--- src/rtl/button_event_ctrl.sv ---
// Debounced multi-button controller: synchronizes raw buttons, debounces on a
// prescaled tick, detects press/release/long-press and queues events in a FIFO.
module button_event_ctrl #(
   parameter int N_BTN      = 4,
   parameter int TICK_DIV   = 1000,
   parameter int DEB_TICKS  = 20,
   parameter int LONG_TICKS = 500,
   parameter int FIFO_DEPTH = 4,
   localparam int IDW = (N_BTN > 1) ? $clog2(N_BTN) : 1
) (
   input  logic             clk,
   input  logic             rst,
   input  logic [N_BTN-1:0] i_btn,
   output logic [N_BTN-1:0] o_state,
   output logic             o_evt_valid,
   input  logic             i_evt_ready,
   output logic [1:0]       o_evt_type,
   output logic [IDW-1:0]   o_evt_id,
   output logic             o_ovf,
   input  logic             i_ovf_clr
);

   localparam int PW = (FIFO_DEPTH > 1) ? $clog2(FIFO_DEPTH) : 1;
   localparam int CW = $clog2(FIFO_DEPTH + 1);
   localparam int TW = (TICK_DIV > 1) ? $clog2(TICK_DIV) : 1;
   localparam int DW = $clog2(DEB_TICKS + 1);
   localparam int HW = $clog2(LONG_TICKS + 1);

   localparam logic [1:0] EVT_NONE  = 2'b00;
   localparam logic [1:0] EVT_PRESS = 2'b01;
   localparam logic [1:0] EVT_REL   = 2'b10;
   localparam logic [1:0] EVT_LONG  = 2'b11;

   logic [N_BTN-1:0] r_sync1, r_sync2, r_state;
   logic [TW-1:0]    r_presc;
   logic             w_tick;
   logic [DW-1:0]    r_deb  [N_BTN];
   logic [HW-1:0]    r_hold [N_BTN];
   logic [1:0]       r_new  [N_BTN];
   logic [1:0]       r_pend [N_BTN];
   logic [N_BTN-1:0] w_accept;

   logic [1:0]       r_fifo_type [FIFO_DEPTH];
   logic [IDW-1:0]   r_fifo_id   [FIFO_DEPTH];
   logic [PW-1:0]    r_wr_ptr, r_rd_ptr;
   logic [CW-1:0]    r_count;
   logic             r_ovf;

   logic             w_sel_valid;
   logic [IDW-1:0]   w_sel_idx;
   logic [1:0]       w_sel_type;
   logic             w_full, w_push, w_pop, w_ovf_set;

   function automatic logic [PW-1:0] ptr_inc(input logic [PW-1:0] p);
      return (p == PW'(FIFO_DEPTH - 1)) ? '0 : p + PW'(1);
   endfunction

   always_ff @(posedge clk or posedge rst) begin
      if (rst) begin
         r_sync1 <= '0;
         r_sync2 <= '0;
         r_presc <= '0;
      end else begin
         r_sync1 <= i_btn;
         r_sync2 <= r_sync1;
         r_presc <= w_tick ? '0 : r_presc + TW'(1);
      end
   end

   assign w_tick = (r_presc == TW'(TICK_DIV - 1));

   always_comb begin
      w_accept = '0;
      for (int i = 0; i < N_BTN; i++)
         w_accept[i] = w_tick && (r_sync2[i] != r_state[i]) && (r_deb[i] == DW'(DEB_TICKS - 1));
   end

   // A release on the same tick as the long threshold wins; the button is no longer held.
   always_ff @(posedge clk or posedge rst) begin
      if (rst) begin
         r_state <= '0;
         for (int i = 0; i < N_BTN; i++) begin
            r_deb[i]  <= '0;
            r_hold[i] <= '0;
            r_new[i]  <= EVT_NONE;
         end
      end else begin
         for (int i = 0; i < N_BTN; i++) begin
            r_new[i] <= EVT_NONE;
            if (w_tick) begin
               if (w_accept[i]) begin
                  r_deb[i]   <= '0;
                  r_state[i] <= ~r_state[i];
                  r_new[i]   <= r_state[i] ? EVT_REL : EVT_PRESS;
               end else if (r_sync2[i] != r_state[i]) begin
                  r_deb[i] <= r_deb[i] + DW'(1);
               end else begin
                  r_deb[i] <= '0;
               end
            end
            if (w_accept[i] && !r_state[i]) begin
               r_hold[i] <= '0;
            end else if (w_tick && r_state[i] && (r_hold[i] != HW'(LONG_TICKS))) begin
               r_hold[i] <= r_hold[i] + HW'(1);
               if ((r_hold[i] == HW'(LONG_TICKS - 1)) && !w_accept[i])
                  r_new[i] <= EVT_LONG;
            end
         end
      end
   end

   // Lowest-index pending event wins the single FIFO slot per cycle.
   always_comb begin
      w_sel_valid = 1'b0;
      w_sel_idx   = '0;
      w_sel_type  = EVT_NONE;
      for (int i = N_BTN - 1; i >= 0; i--) begin
         if (r_pend[i] != EVT_NONE) begin
            w_sel_valid = 1'b1;
            w_sel_idx   = IDW'(i);
            w_sel_type  = r_pend[i];
         end
      end
   end

   assign w_full = (r_count == CW'(FIFO_DEPTH));
   assign w_pop  = o_evt_valid && i_evt_ready;
   assign w_push = w_sel_valid && (!w_full || w_pop);

   always_comb begin
      w_ovf_set = 1'b0;
      for (int i = 0; i < N_BTN; i++)
         if ((r_new[i] != EVT_NONE) && (r_pend[i] != EVT_NONE) &&
             !(w_push && (w_sel_idx == IDW'(i))))
            w_ovf_set = 1'b1;
   end

   always_ff @(posedge clk or posedge rst) begin
      if (rst) begin
         for (int i = 0; i < N_BTN; i++) r_pend[i] <= EVT_NONE;
         r_ovf <= 1'b0;
      end else begin
         for (int i = 0; i < N_BTN; i++) begin
            if (r_new[i] != EVT_NONE)
               r_pend[i] <= r_new[i];
            else if (w_push && (w_sel_idx == IDW'(i)))
               r_pend[i] <= EVT_NONE;
         end
         r_ovf <= w_ovf_set | (r_ovf & ~i_ovf_clr);
      end
   end

   always_ff @(posedge clk or posedge rst) begin
      if (rst) begin
         for (int i = 0; i < FIFO_DEPTH; i++) begin
            r_fifo_type[i] <= EVT_NONE;
            r_fifo_id[i]   <= '0;
         end
         r_wr_ptr <= '0;
         r_rd_ptr <= '0;
         r_count  <= '0;
      end else begin
         if (w_push) begin
            r_fifo_type[r_wr_ptr] <= w_sel_type;
            r_fifo_id[r_wr_ptr]   <= w_sel_idx;
            r_wr_ptr              <= ptr_inc(r_wr_ptr);
         end
         if (w_pop)
            r_rd_ptr <= ptr_inc(r_rd_ptr);
         case ({w_push, w_pop})
            2'b10:   r_count <= r_count + CW'(1);
            2'b01:   r_count <= r_count - CW'(1);
            default: r_count <= r_count;
         endcase
      end
   end

   assign o_state     = r_state;
   assign o_evt_valid = (r_count != '0);
   assign o_evt_type  = r_fifo_type[r_rd_ptr];
   assign o_evt_id    = r_fifo_id[r_rd_ptr];
   assign o_ovf       = r_ovf;

endmodule

--- config.mk ---
export PLATFORM = sky130hd
export DESIGN_NAME = button_event_ctrl
export DESIGN_NICKNAME = d
export VERILOG_FILES = /design/src/rtl/button_event_ctrl.sv
export SDC_FILE = /design/constraint.sdc
export NUM_CORES = 1
export LEC_CHECK = 0
export BUFFER_PORTS_ARGS = -buffer_cell sky130_fd_sc_hd__buf_2
export CAP_MARGIN = 40
export CORE_MARGIN = 1
export CORE_UTILIZATION = 30
export CTS_CLUSTER_DIAMETER = 120
export DETAILED_ROUTE_END_ITERATION = 16
export PLACE_DENSITY = 0.43
export SLEW_MARGIN = 10
export SYNTH_ARGS = -nofsm -noshare
export SYNTH_HDL_FRONTEND = slang
export SYNTH_SLANG_ARGS = --single-unit
--- constraint.sdc ---
create_clock -name clk -period 6.75 [get_ports clk]
set_input_delay 1.35 -clock clk [delete_from_list [all_inputs] [get_ports clk]]
set_output_delay 1.35 -clock clk [all_outputs]
set_load 0.02 [all_outputs]
# --- After elaboration in Yosys (flattened, before gate mapping) ---
# Index checks and enable logic that the tools add are counted.
totals:
  register_bits: 118
  input_bits: 8
  out_inout_bits: 10
op_classes:
  n_addsub: 13
  magnitude_cmp: 3
  eq_ne: 25
  muxes: 78
  bitwise: 9
  reduce_logical: 76
op_table:
  columns: ["cell", "count"]
  rows:
  - ["$mux 2", 47]
  - ["$mux 9", 8]
  - ["$mux 5", 8]
  - ["$logic_and 1x1->1", 39]
  - ["$add 9x1->9 const B", 4]
  - ["$eq 9x9->1 const B", 4]
  - ["$ne 9x9->1 const B", 4]
  - ["$reduce_bool 2->1", 17]
  - ["$add 5x1->5 const B", 4]
  - ["$eq 5x5->1 const B", 4]
  - ["$bwmux 8", 2]
  - ["$logic_not 1->1", 13]
  - ["$add 10x1->10 const B", 1]
  - ["$eq 10x10->1 const B", 1]
  - ["$eq 2x2->1 const B", 5]
  - ["$mux 10", 1]
  - ["$bmux 2 s2", 2]
  - ["$mux 1", 8]
  - ["$reduce_and 2->1", 4]
  - ["$ge 3x3->1 const B", 2]
  - ["$not 2->3", 2]
  - ["$pmux 3 s2", 1]
  - ["$not 1->1", 5]
  - ["$add 2x1->2 const B", 2]
  - ["12 further kinds", 16]

# --- Longest topological paths before layout ---
logic_depth:
  ltp_word: 14
  depth_mapped: 11
  depth_no_buf: 9

# --- Worst setup path after synthesis ---
# Ideal clock, no wire load.
synth_path:
  kind: "input to register"
  startpoint: "in i_evt_ready"
  endpoint: "reg r_count[2]"
  setup_ns: 0.079
  arrival_time_ns: 3.339
  t_required_ns: 6.671
  slack_ns: 3.331
  stages: 10
  cell_sequence: "or4b_2 o21a_1 clkbuf_1 inv_1 ha_1 inv_1 fa_1 xor2_1 nor2_1 xor2_1"
synth_via:
  elab_chain_cells: 5
synth_rtl:
  columns: ["item", "line_no", "text"]
  rows:
  - ["start, declared", "16", "input logic i_evt_ready,"]
  - ["$logic_and 1x1->1 (*)", "127", "assign w_pop = o_evt_valid && i_evt_ready;"]
  - ["$logic_or 1x1->1", "128", "assign w_push = w_sel_valid && (!w_full || w_pop);"]
  - ["$logic_and 1x1->1", "128", null]
  - ["$eq 2x1->1 / $eq 2x2->1 (equally long branches)", "170", "case ({w_push, w_pop})"]
  - ["$pmux 3 s2 / $reduce_bool 2->1 (equally long branches)", null, null]
  - ["end signal, assigned", "171", "2'b10: r_count <= r_count + CW'(1);"]
  - ["end signal, assigned", "172", "2'b01: r_count <= r_count - CW'(1);"]
  - ["end signal, assigned", "173", "default: r_count <= r_count;"]
  - ["end, declared", "46", "logic [CW-1:0] r_count;"]
# Every way passes the cells marked *; elsewhere a longest branch is shown, timed or not.
# A chain may end at the register's enable or synchronous reset.

# --- Worst setup path in the final report ---
# Ends and elaborated chain as after synthesis.

==> results.toml <==
[sta]
fin_skew_ps = 10.6
rsz0062_at_grt = "no"
setup_tns_ps = 0
holdWs_ps = 347
finalHoldViolCount = 0
worstMarginPinSlew_ps = 791
min_period_ps = 3480
maxSlewHeadroom_pct = 47.3
maxSlewViolCount = 0
clock.fmax_mhz = 288
finalSetupViolCount = 0
min_period_over_period_pct = 51.5

[worst_hold_path]
holdPathStages = 0
hold_path.class = "flip-flop to flip-flop"
min_to = "r_sync2[0]"
min_from = "r_sync1[0]"

[critical_path]
r2r_slack_ps = 3840
cpMaxStageDelayCell = "or4b_2"
reg2regPathDepth = 9
cp-start-kind = "primary input"
critPathBufInv = 3
endpoint_kind = "flip-flop"
path_class = "primary input to flip-flop"
cp_slowest_stage_delay_ps = 790
critPathTopFamily = "simple AND/OR/NAND/NOR gates"
required_ps = 7090
r2r_start = "r_count[1]"
worst-path-max-fanout = 21
cp_cell_sequence = "buf_2 > or4b_2 > o21a_1 > inv_1 > ha_1 > inv_1 > fa_1 > xor2_1 > nor2_1 > xor2_1"
arrival_ps = 3820
r2r-end = "r_count[2]"

[pwr]
powerDensity_mw_per_mm2 = 265
power.leakage_nw = 2.90
ir_drop_mv = 0.166
power_mw = 1.86

[yosys]
avgSynthCellArea_um2 = 9.83
syn_nets = 644
synth_top_area_share_pct = 48.8
ys_seq_elements = 118
ys.flop_type = "dfrtp_1"
synthCells = 616
synth.area.top_cells = "dfrtp_1, ha_1, a21oi_1, o21ai_0, nand2_1"
synth_edf_count = 0
yosysWarnings = 0
netlist_area_mm2 = 0.00606
synthArstFlopShare_pct = 100
ys_seq_area_share_pct = 48.8
yosys.area.top_type = "dfrtp_1"
synth_cell_type_count = 60

[detailed_routing]
num_vias = 4681
antenna_left = 0
drt_iter0_drc = 303
wl_met1_um = 6300
wirelength_um = 13200
via_per_inst = 5.13
routed.top_layer = "met4"
avgRoutedWirePerCell_um = 14.5
drc = 0
met3WireLength_um = 391
route.met2.wl_um = 6370
drt-pass1-iter-count = 4

[final_layout]
area_growth_pct = 16.1
stdcell_count = 913
final_nets = 663
final_area_mm2 = 0.00703
drive_gt1_share_pct = 12.2
antenna_cells = 0

[die]
core_area_mm2 = 0.0197
die_h_um = 144
die_w_um = 144
initial_utilization_pct = 30.8
dieArea_mm2 = 0.0208
boundaryPins = 18
rows = 51

[clock_tree]
cts_root_buf = "clkbuf_16"
clock_sinks = 118
htreeDepth = 4
cts_hold_buffers = 0
cts-buffers-inserted = 17
clkLatencyLatePin_ps = 420
cts_max_path_buffers = 2
cts_tree = "done"
clk_pin_slew_worst_paths_ps = 60
cts-resized-gates = 0
cts_setup_buffers = 0

[global_routing]
grt.total_usage_pct = 14.2
antenna_found_initial = 0
grt_pass1_wl_um = 23100
grt_pass1_vias = 4775
grt_max_degree = 62
grt_overflow = 0

[placed_design]
gp_congestion = 0.712
io_buffers = 17
dp_cells = 881
placed_cell_area_mm2 = 0.00641
hpwl_um = 8950

[run]
max-cap-violations = 0

[status]
status = "finished, final reports clean"
## routing by layer
| layer | up-vias | global-route usage [%] |
|---|---|---|
| li1 | 2297 | - |
| met1 | 2315 | 17.9 |
| met2 | 58 | 23.4 |
| met3 | 11 | 3.84 |
| met4 | 0 | 4.87 |
| met5 | - | 0 |
## state kept, by name (all words and copies together), names as in the netlist
signal,cells
r_hold,36
r_deb,20
r_presc,10
r_fifo_id,8
r_fifo_type,8
r_new,8
r_pend,8
o_state,4
r_sync1,4
r_sync2,4
r_count,3
r_rd_ptr,2
r_wr_ptr,2
o_ovf,1
## cell usage in the layout, fill, tap and decap left out, types with 4 or more instances in the layout
master and instances:
o22ai_1 6, ha_1 19, bufinv_16 4, inv_1 45, a31oi_1 5, o21a_1 5, a31o_2 5, nor2_1 37
or4_1 15, a21oi_1 45, dfrtp_1 118, or2_2 4, nor3_1 8, o21ai_0 44, nand2_1 54, nand4_1 15
nand3b_1 4, clkinv_2 4, o21ai_1 4, nand3_1 20, nor4_1 8, a41oi_1 9, xnor2_1 9, nor4bb_1 4
or3_1 16, and3_1 6, mux4_2 4, o211ai_1 4, clkbuf_16 17, o31ai_1 16, buf_2 17, nand2b_1 9
xor2_1 11
## worst max path at each step
| stage | to | slack, ps | startpoint | cells after the start |
|---|---|---|---|---|
| after floorplan | o_ovf | 2270 | rst | 1 |
| after global placement | r_count[2] | 2900 | i_evt_ready | 10 |
| after detailed placement | r_count[2] | 2840 | i_evt_ready | 10 |
| after CTS | r_count[2] | 3280 | i_evt_ready | 10 |
| after global routing | r_count[2] | 3080 | i_evt_ready | 10 |
| final | r_count[2] | 3270 | i_evt_ready | 10 |
## kinds of logic after synthesis
logic type / count (synthesis) / synth area share (%)
AND/OR/NAND/NOR: 222 / 20.6
AO/OA/AOI/OAI: 161 / 16.7
flip-flops: 118 / 48.8
buffers and inverters: 66 / 4.44
XOR/XNOR: 20 / 2.89
adder cells (fa/ha/maj): 20 / 4.26
multiplexers: 9 / 2.38
## power breakdown
group / total [mW] / internal, mW / leakage (nW) / switching, mW
Combinational: 0.148 / 0.0667 / 1.02 / 0.0817
Clock: 0.961 / 0.644 / 0.307 / 0.317
Sequential: 0.753 / 0.727 / 1.57 / 0.0265
Total: 1.86 / 1.44 / 2.90 / 0.425
## area by class of cell
class | instances | area, um^2
sequential | 118 | 2950
inverter | 46 | 175
clock buffer | 23 | 478
tap | 265 | 332
multi-input combinational | 432 | 2840
clock inverter | 9 | 148
fill | 2012 | 12600
timing repair buffer | 20 | 108
## per-stage QoR
step | worst slack (ps) | utilization, %
after detailed placement | 2840 | 32.6
after global routing | 3080 | 35.8
final | 3270 | 35.8
after CTS | 3280 | 35.8
after global placement | 2900 | 32.6
after floorplan | 2270 | -
## Yosys cell counts (5+ instances only)
cell,instances
and3_1,6
xnor2_1,9
nand3_1,20
a41oi_1,9
nor2_1,37
a21oi_1,45
a31o_2,5
or3_1,17
o22ai_1,6
nor4_1,8
or4_1,15
ha_1,19
nand2_1,54
xor2_1,11
nand2b_1,9
nand4_1,15
nor3_1,9
inv_1,46
o31ai_1,16
dfrtp_1,118
buf_2,5
a31oi_1,5
o21a_1,5
clkbuf_1,13
o21ai_0,44
Note: power is estimated with default switching activity, not from simulation.
